$ cat config.mk
export PLATFORM = sky130hd
export DESIGN_NAME = phase_sequencer
export DESIGN_NICKNAME = d
export VERILOG_FILES = /design/src/rtl/phase_sequencer.sv
export SDC_FILE = /design/constraint.sdc
export NUM_CORES = 1
export LEC_CHECK = 0
export ABC_AREA = 1
export BUFFER_PORTS_ARGS = -buffer_cell sky130_fd_sc_hd__buf_2
export CORE_MARGIN = 3
export CORE_UTILIZATION = 40
export DETAILED_ROUTE_END_ITERATION = 8
export GPL_TIMING_DRIVEN = 0
export PLACE_DENSITY = 0.62
export SLEW_MARGIN = 20
export SYNTH_ARGS = -nofsm -noshare
export SYNTH_HDL_FRONTEND = slang
export SYNTH_SLANG_ARGS = --single-unit
$ cat constraint.sdc
create_clock -name CORDIC_CLK -period 3.5 [get_ports CORDIC_CLK]
set_clock_uncertainty 0.15 [all_clocks]
set_input_delay 0.175 -clock CORDIC_CLK [delete_from_list [all_inputs] [get_ports CORDIC_CLK]]
set_output_delay 0.175 -clock CORDIC_CLK [all_outputs]
set_load 0.02 [all_outputs]
$ cat src/rtl/phase_sequencer.sv
// phase_sequencer: phase accumulator with FTW sweep feeding the CORDIC
// sine generator; one new PHASE per SLOT-clock sample slot.
module phase_sequencer #(
   parameter int ACC_W   = 24,
   parameter int PHASE_W = 12,
   parameter int SLOT    = 16
) (
   input  logic               CORDIC_CLK,
   input  logic               RESET,
   input  logic               ENABLE,
   input  logic               CFG_VALID,
   output logic               CFG_READY,
   input  logic [ACC_W-1:0]   CFG_FTW,
   input  logic [ACC_W-1:0]   CFG_FTW_END,
   input  logic [ACC_W-1:0]   CFG_STEP,
   input  logic [1:0]         CFG_MODE,
   input  logic [1:0]         CFG_FORM,
   output logic [PHASE_W-1:0] PHASE,
   output logic [1:0]         FORM,
   output logic               SAMPLE_STB,
   output logic               SWEEP_DONE,
   output logic               BUSY
);

   localparam int CNT_W = (SLOT > 1) ? $clog2(SLOT) : 1;
   localparam logic [CNT_W-1:0] LAST = CNT_W'(SLOT - 1);

   typedef enum logic [1:0] {IDLE, RUN, DONE} state_t;

   state_t state_q, state_d;
   logic [CNT_W-1:0]   cnt_q, cnt_d;
   logic [ACC_W-1:0]   acc_q, acc_d;
   logic [ACC_W-1:0]   ftw_cur_q, ftw_cur_d;
   logic [ACC_W-1:0]   ftw_start_q, ftw_start_d;
   logic [ACC_W-1:0]   ftw_end_q, ftw_end_d;
   logic [ACC_W-1:0]   step_q, step_d;
   logic [1:0]         mode_q, mode_d;
   logic               dir_q, dir_d;
   logic               pending_q, pending_d;
   logic [ACC_W-1:0]   sh_ftw_q, sh_ftw_d;
   logic [ACC_W-1:0]   sh_end_q, sh_end_d;
   logic [ACC_W-1:0]   sh_step_q, sh_step_d;
   logic [1:0]         sh_mode_q, sh_mode_d;
   logic [1:0]         sh_form_q, sh_form_d;
   logic [PHASE_W-1:0] phase_q, phase_d;
   logic [1:0]         form_q, form_d;
   logic               stb_q, stb_d;
   logic               done_q, done_d;

   logic [ACC_W-1:0] acc_sum;
   logic [ACC_W:0]   up_sum;
   logic [ACC_W:0]   lo_lim;
   logic             boundary;
   logic             apply;
   logic             sweep_ok;

   // Sweep compares run one bit wider so START+STEP / CUR+STEP never wrap
   assign acc_sum  = acc_q + ftw_cur_q;
   assign up_sum   = {1'b0, ftw_cur_q} + {1'b0, step_q};
   assign lo_lim   = {1'b0, ftw_start_q} + {1'b0, step_q};
   assign sweep_ok = (step_q != '0) && (ftw_start_q <= ftw_end_q);
   assign boundary = (state_q != IDLE) && (cnt_q == LAST);
   assign apply    = pending_q && ((state_q == IDLE) || boundary);

   always_comb begin
      state_d     = state_q;
      cnt_d       = cnt_q;
      acc_d       = acc_q;
      ftw_cur_d   = ftw_cur_q;
      ftw_start_d = ftw_start_q;
      ftw_end_d   = ftw_end_q;
      step_d      = step_q;
      mode_d      = mode_q;
      dir_d       = dir_q;
      pending_d   = pending_q;
      sh_ftw_d    = sh_ftw_q;
      sh_end_d    = sh_end_q;
      sh_step_d   = sh_step_q;
      sh_mode_d   = sh_mode_q;
      sh_form_d   = sh_form_q;
      phase_d     = phase_q;
      form_d      = form_q;
      stb_d       = 1'b0;
      done_d      = done_q;

      if (state_q == IDLE) begin
         cnt_d = '0;
         if (ENABLE) state_d = RUN;
      end else begin
         cnt_d = boundary ? '0 : cnt_q + 1'b1;
      end

      if (boundary) begin
         acc_d   = acc_sum;
         phase_d = acc_sum[ACC_W-1 -: PHASE_W];
         stb_d   = 1'b1;
         if ((state_q == RUN) && sweep_ok) begin
            case (mode_q)
               2'b01: begin
                  if (up_sum >= {1'b0, ftw_end_q}) begin
                     ftw_cur_d = ftw_end_q;
                     state_d   = DONE;
                     done_d    = 1'b1;
                  end else begin
                     ftw_cur_d = up_sum[ACC_W-1:0];
                  end
               end
               2'b10: begin
                  if (!dir_q) begin
                     if (up_sum >= {1'b0, ftw_end_q}) begin
                        ftw_cur_d = ftw_end_q;
                        dir_d     = 1'b1;
                     end else begin
                        ftw_cur_d = up_sum[ACC_W-1:0];
                     end
                  end else if ({1'b0, ftw_cur_q} <= lo_lim) begin
                     ftw_cur_d = ftw_start_q;
                     dir_d     = 1'b0;
                  end else begin
                     ftw_cur_d = ftw_cur_q - step_q;
                  end
               end
               default: ;
            endcase
         end
         if (!ENABLE) state_d = IDLE;
      end

      if (CFG_VALID && !pending_q) begin
         sh_ftw_d  = CFG_FTW;
         sh_end_d  = CFG_FTW_END;
         sh_step_d = CFG_STEP;
         sh_mode_d = CFG_MODE;
         sh_form_d = CFG_FORM;
         pending_d = 1'b1;
      end

      // New config wins over this slot's sweep result; ACC stays continuous
      if (apply) begin
         ftw_cur_d   = sh_ftw_q;
         ftw_start_d = sh_ftw_q;
         ftw_end_d   = sh_end_q;
         step_d      = sh_step_q;
         mode_d      = sh_mode_q;
         form_d      = sh_form_q;
         dir_d       = 1'b0;
         done_d      = 1'b0;
         pending_d   = 1'b0;
         if (state_d == DONE) state_d = RUN;
      end
   end

   always_ff @(posedge CORDIC_CLK) begin
      if (RESET) begin
         state_q     <= IDLE;
         cnt_q       <= '0;
         acc_q       <= '0;
         ftw_cur_q   <= '0;
         ftw_start_q <= '0;
         ftw_end_q   <= '0;
         step_q      <= '0;
         mode_q      <= 2'b00;
         dir_q       <= 1'b0;
         pending_q   <= 1'b0;
         sh_ftw_q    <= '0;
         sh_end_q    <= '0;
         sh_step_q   <= '0;
         sh_mode_q   <= 2'b00;
         sh_form_q   <= 2'b00;
         phase_q     <= '0;
         form_q      <= 2'b00;
         stb_q       <= 1'b0;
         done_q      <= 1'b0;
      end else begin
         state_q     <= state_d;
         cnt_q       <= cnt_d;
         acc_q       <= acc_d;
         ftw_cur_q   <= ftw_cur_d;
         ftw_start_q <= ftw_start_d;
         ftw_end_q   <= ftw_end_d;
         step_q      <= step_d;
         mode_q      <= mode_d;
         dir_q       <= dir_d;
         pending_q   <= pending_d;
         sh_ftw_q    <= sh_ftw_d;
         sh_end_q    <= sh_end_d;
         sh_step_q   <= sh_step_d;
         sh_mode_q   <= sh_mode_d;
         sh_form_q   <= sh_form_d;
         phase_q     <= phase_d;
         form_q      <= form_d;
         stb_q       <= stb_d;
         done_q      <= done_d;
      end
   end

   assign CFG_READY  = !pending_q;
   assign PHASE      = phase_q;
   assign FORM       = form_q;
   assign SAMPLE_STB = stb_q;
   assign SWEEP_DONE = done_q;
   assign BUSY       = (state_q != IDLE);

endmodule
==> results.md <==
* Crit path kind: reg -> reg
* Slew of the pin with the lowest slew margin at 0.769 ns
* Lkg Pwr at 9.92 nW
* Status: complete, but fails checks
* Final Hold Viols at 0
* Mapped Area at 15800 um2
* Vias/cell at about 5.4
* Final Util at 0.542
* CTS max path bufs at 3
* Starting Density at 0.406
* Port bufs at 97
* Most common cell after layout, fill and taps aside: nand2_1
* Die W at 205 um
* Post-route minimum period at 4.05 ns
* CP required at about 3.8 ns
* Layout cells sized above 1 at 0.222
* Num CTS Buffers at 25
* Design area at 21000 um2
* Max FO, Critical Path at 6
* H-tree depth at 1
* Mapped Cells at approximately 2500
* Core area at 38800 um2
* Initial antenna violation count at 0
* P&R area growth vs syn at 33.4%
* Post-Syn Nets at 2720
* Clock Root Buffer: clkbuf_16
* Power per cell area at 429 nW/um2
* Routed wire length per instance at ~20 um
* Tcrit/Tclk final at 1.16
* Sink Count at 210
* Gr ovfl total at 0
* Final wirelength at between 60 and 70 mm
* Critical Path AT at 4.35 ns
* Clock transition at path regs at 0.06 ns
* Io pins at a little under 100
* Pre-Repair DR Iteration Count at 6
* Via count at 17800
* Path depth of the worst reg2reg path at 26
* Worst rel slew slack at 0.482
* # diodes at 0
* RSZ-0062 raised after global routing: true
* Cell row count at between 70 and 80
* Hold WS at about 0.24 ns
* CTS tree: built
* Achievable Freq at roughly 0.25 GHz
* Global-route usage over all layers at 0.306
* Worst Hold Class: in -> reg
* Number of remaining DRC errors at 0
* Die Y-Extent at 205 um
* Setup ws final at -0.551 ns
* First DRT Iteration DRCs at 1458
* R2R Path Start: step_q[0]
* Final Setup Violations at 28
* DIE AREA at 41800 um2
* Synth unique cells at 40
* Most frequent cells in the layout: nand2_1, nor2_1, inv_1
* Max_cap viols at 0
* Worst setup SP type: register
* CP Launch Point: step_q[0]
* Pin count of the biggest net entering global routing at 13
* Worst Setup EP: ftw_cur_q[21]
* Pins Over Slew Limit at 0
* Seq cells post-synth at 210
* Worst setup EP type: register
* Vias in the first global route at 16900
* Ys Warns at 0
* Routability cong. at 0.984
* Seq/Total Area, Yosys at 0.267
* Dpl hpwl at 52.1 mm
* Hold path start: CFG_FTW[4]
* Failing checks: negative setup slack
* Syn_area_per_cell at 6.39 um2
* NumNets Final at 3007
* Worst-skew pair later-pin latency at 0.54 ns
* Placed instance area at 16900 um2
* FF-to-FF End: ftw_cur_q[21]
* Peak supply drop at between 0.0004 and 0.0005 V
* R2r setup slk at -0.55 ns
* First-pass GRT wire length at just under 100 mm
* Routed Antenna Nets at 0
==> per-stage QoR <==
step | setup TNS (ns) | total power (W) | setup slack, ns | std cells
2_1_floorplan | 0 | 0.00463 | 0.00253 | 2469
3_3_place_gp | -26.44 | 0.00557 | -1.13 | 3084
3_5_place_dp | -26.68 | 0.00560 | -1.15 | 3084
4_1_cts | -10.34 | 0.00874 | -0.423 | 3271
5_1_grt | -17.37 | 0.00946 | -0.692 | 3292
6_report | -13.60 | 0.00903 | -0.551 | 3292
==> logic make-up after synthesis <==
group,after synthesis,synth area share
buf+inv,404,0.103
flops,210,0.267
simple gates,1145,0.302
compound gates,480,0.158
fa+ha+maj,171,0.138
xor+xnor,59,0.0328
==> how the worst min path moves through the flow <==
stage / to / slack [ns] / cells after the start
2_1_floorplan: SAMPLE_STB / 0.13 / 1
3_3_place_gp: sh_step_q[23] / 0.25 / 3
3_5_place_dp: sh_step_q[1] / 0.25 / 3
4_1_cts: sh_ftw_q[5] / 0.22 / 4
5_1_grt: sh_ftw_q[6] / 0.25 / 4
6_report: sh_ftw_q[4] / 0.24 / 4
==> metal layers <==
layer / vias up / wire length (um) / global-route usage
met4: 0 / 3040 / 0.117
met3: 161 / 4890 / 0.0410
met5: - / 0 / 0
met1: 8354 / 28300 / 0.404
met2: 688 / 30100 / 0.507
li1: 8628 / - / -
==> where the power goes <==
part / switching, W / internal (W)
Combinational: 0.00226 / 0.00130
Clock: 0.00107 / 0.00164
Sequential: 0.000212 / 0.00255
Total: 0.00354 / 0.00549
==> synthesized netlist by cell type <==
library cell / count / area [um2]
a31oi_1: 4 / 25.0
nor2_2: 4 / 25.0
buf_6: 4 / 45.0
nand2_1: 576 / 2160
clkbuf_1: 66 / 248
buf_1: 1 / 3.75
o211ai_1: 2 / 15.0
nand3b_1: 5 / 37.5
nand4_1: 60 / 375
and2_1: 1 / 6.26
nand3_2: 3 / 30.0
nor2_1: 313 / 1170
o21ai_1: 11 / 55.1
a22o_1: 2 / 17.5
a21boi_0: 2 / 15.0
clkinv_1: 1 / 3.75
nand3_1: 153 / 766
ha_1: 167 / 2090
dfxtp_1: 210 / 4200
fa_1: 4 / 80.1
buf_2: 19 / 95.1
a21oi_1: 219 / 1100
nor2_8: 1 / 20.0
xnor2_1: 15 / 131
nand2_2: 3 / 18.8
a21o_1: 5 / 37.5
xor2_1: 44 / 385
o21ai_0: 215 / 1080
or2_2: 1 / 6.26
inv_1: 293 / 1100
a32o_1: 1 / 10.0
o22ai_1: 1 / 6.26
buf_4: 15 / 113
nor3_1: 18 / 90.1
inv_2: 5 / 18.8
o21a_1: 5 / 37.5
o21bai_1: 13 / 97.6
nor3b_1: 1 / 7.51
nor2_4: 1 / 11.3
nor4_1: 5 / 31.3
==> state kept, by name (all words and copies together) (netlist names), 4 cells and up <==
register and count:
step_q 24, ftw_end_q 24, sh_end_q 24, ftw_start_q 24
sh_ftw_q 24, sh_step_q 24, ftw_cur_q 24, cnt_q 4
acc_q 24
==> final cells by class <==
cell class / count / area (um2)
Clock buffer: 35 / 713
Multi-Input combinational cell: 1855 / 11400
Buffer: 105 / 623
Sequential cell: 210 / 4380
Clock inverter: 10 / 139
Tap cell: 518 / 648
Inverter: 299 / 1160
Fill cell: 3761 / 17800
Timing Repair Buffer: 260 / 1940
==> timing repair <==
item / 4_1_cts / 5_1_grt
gates cloned: 5 / 1
setup buffers: 59 / 21
hold endpoints to repair: 86 / 0
resized for setup: 343 / 148
setup endpoints to repair: 28 / 28
pin swaps: 74 / 94
hold buffers: 79 / 0
==> worst max-delay path, stage by stage (launching register included) <==
cell and delay, ns:
dfxtp_4 0.38, ha_4 0.18, fa_2 0.39, nand2_2 0.08
nand3_2 0.06, nand2_2 0.09, inv_2 0.05, nand2_2 0.05
nand2_2 0.07, a21oi_2 0.19, o21ai_2 0.11, a21oi_2 0.19
o21ai_2 0.09, nor2_1 0.15, nor2_2 0.05, ha_1 0.32
nand4_1 0.17, nor2_2 0.07, nand2_2 0.10, nand2_2 0.07
nor2_4 0.24, buf_8 0.15, buf_4 0.10, nand4_1 0.13
nand3_2 0.12, nand3_2 0.09, a21oi_2 0.15
No activity file was read; power rests on OpenSTA's default activity.
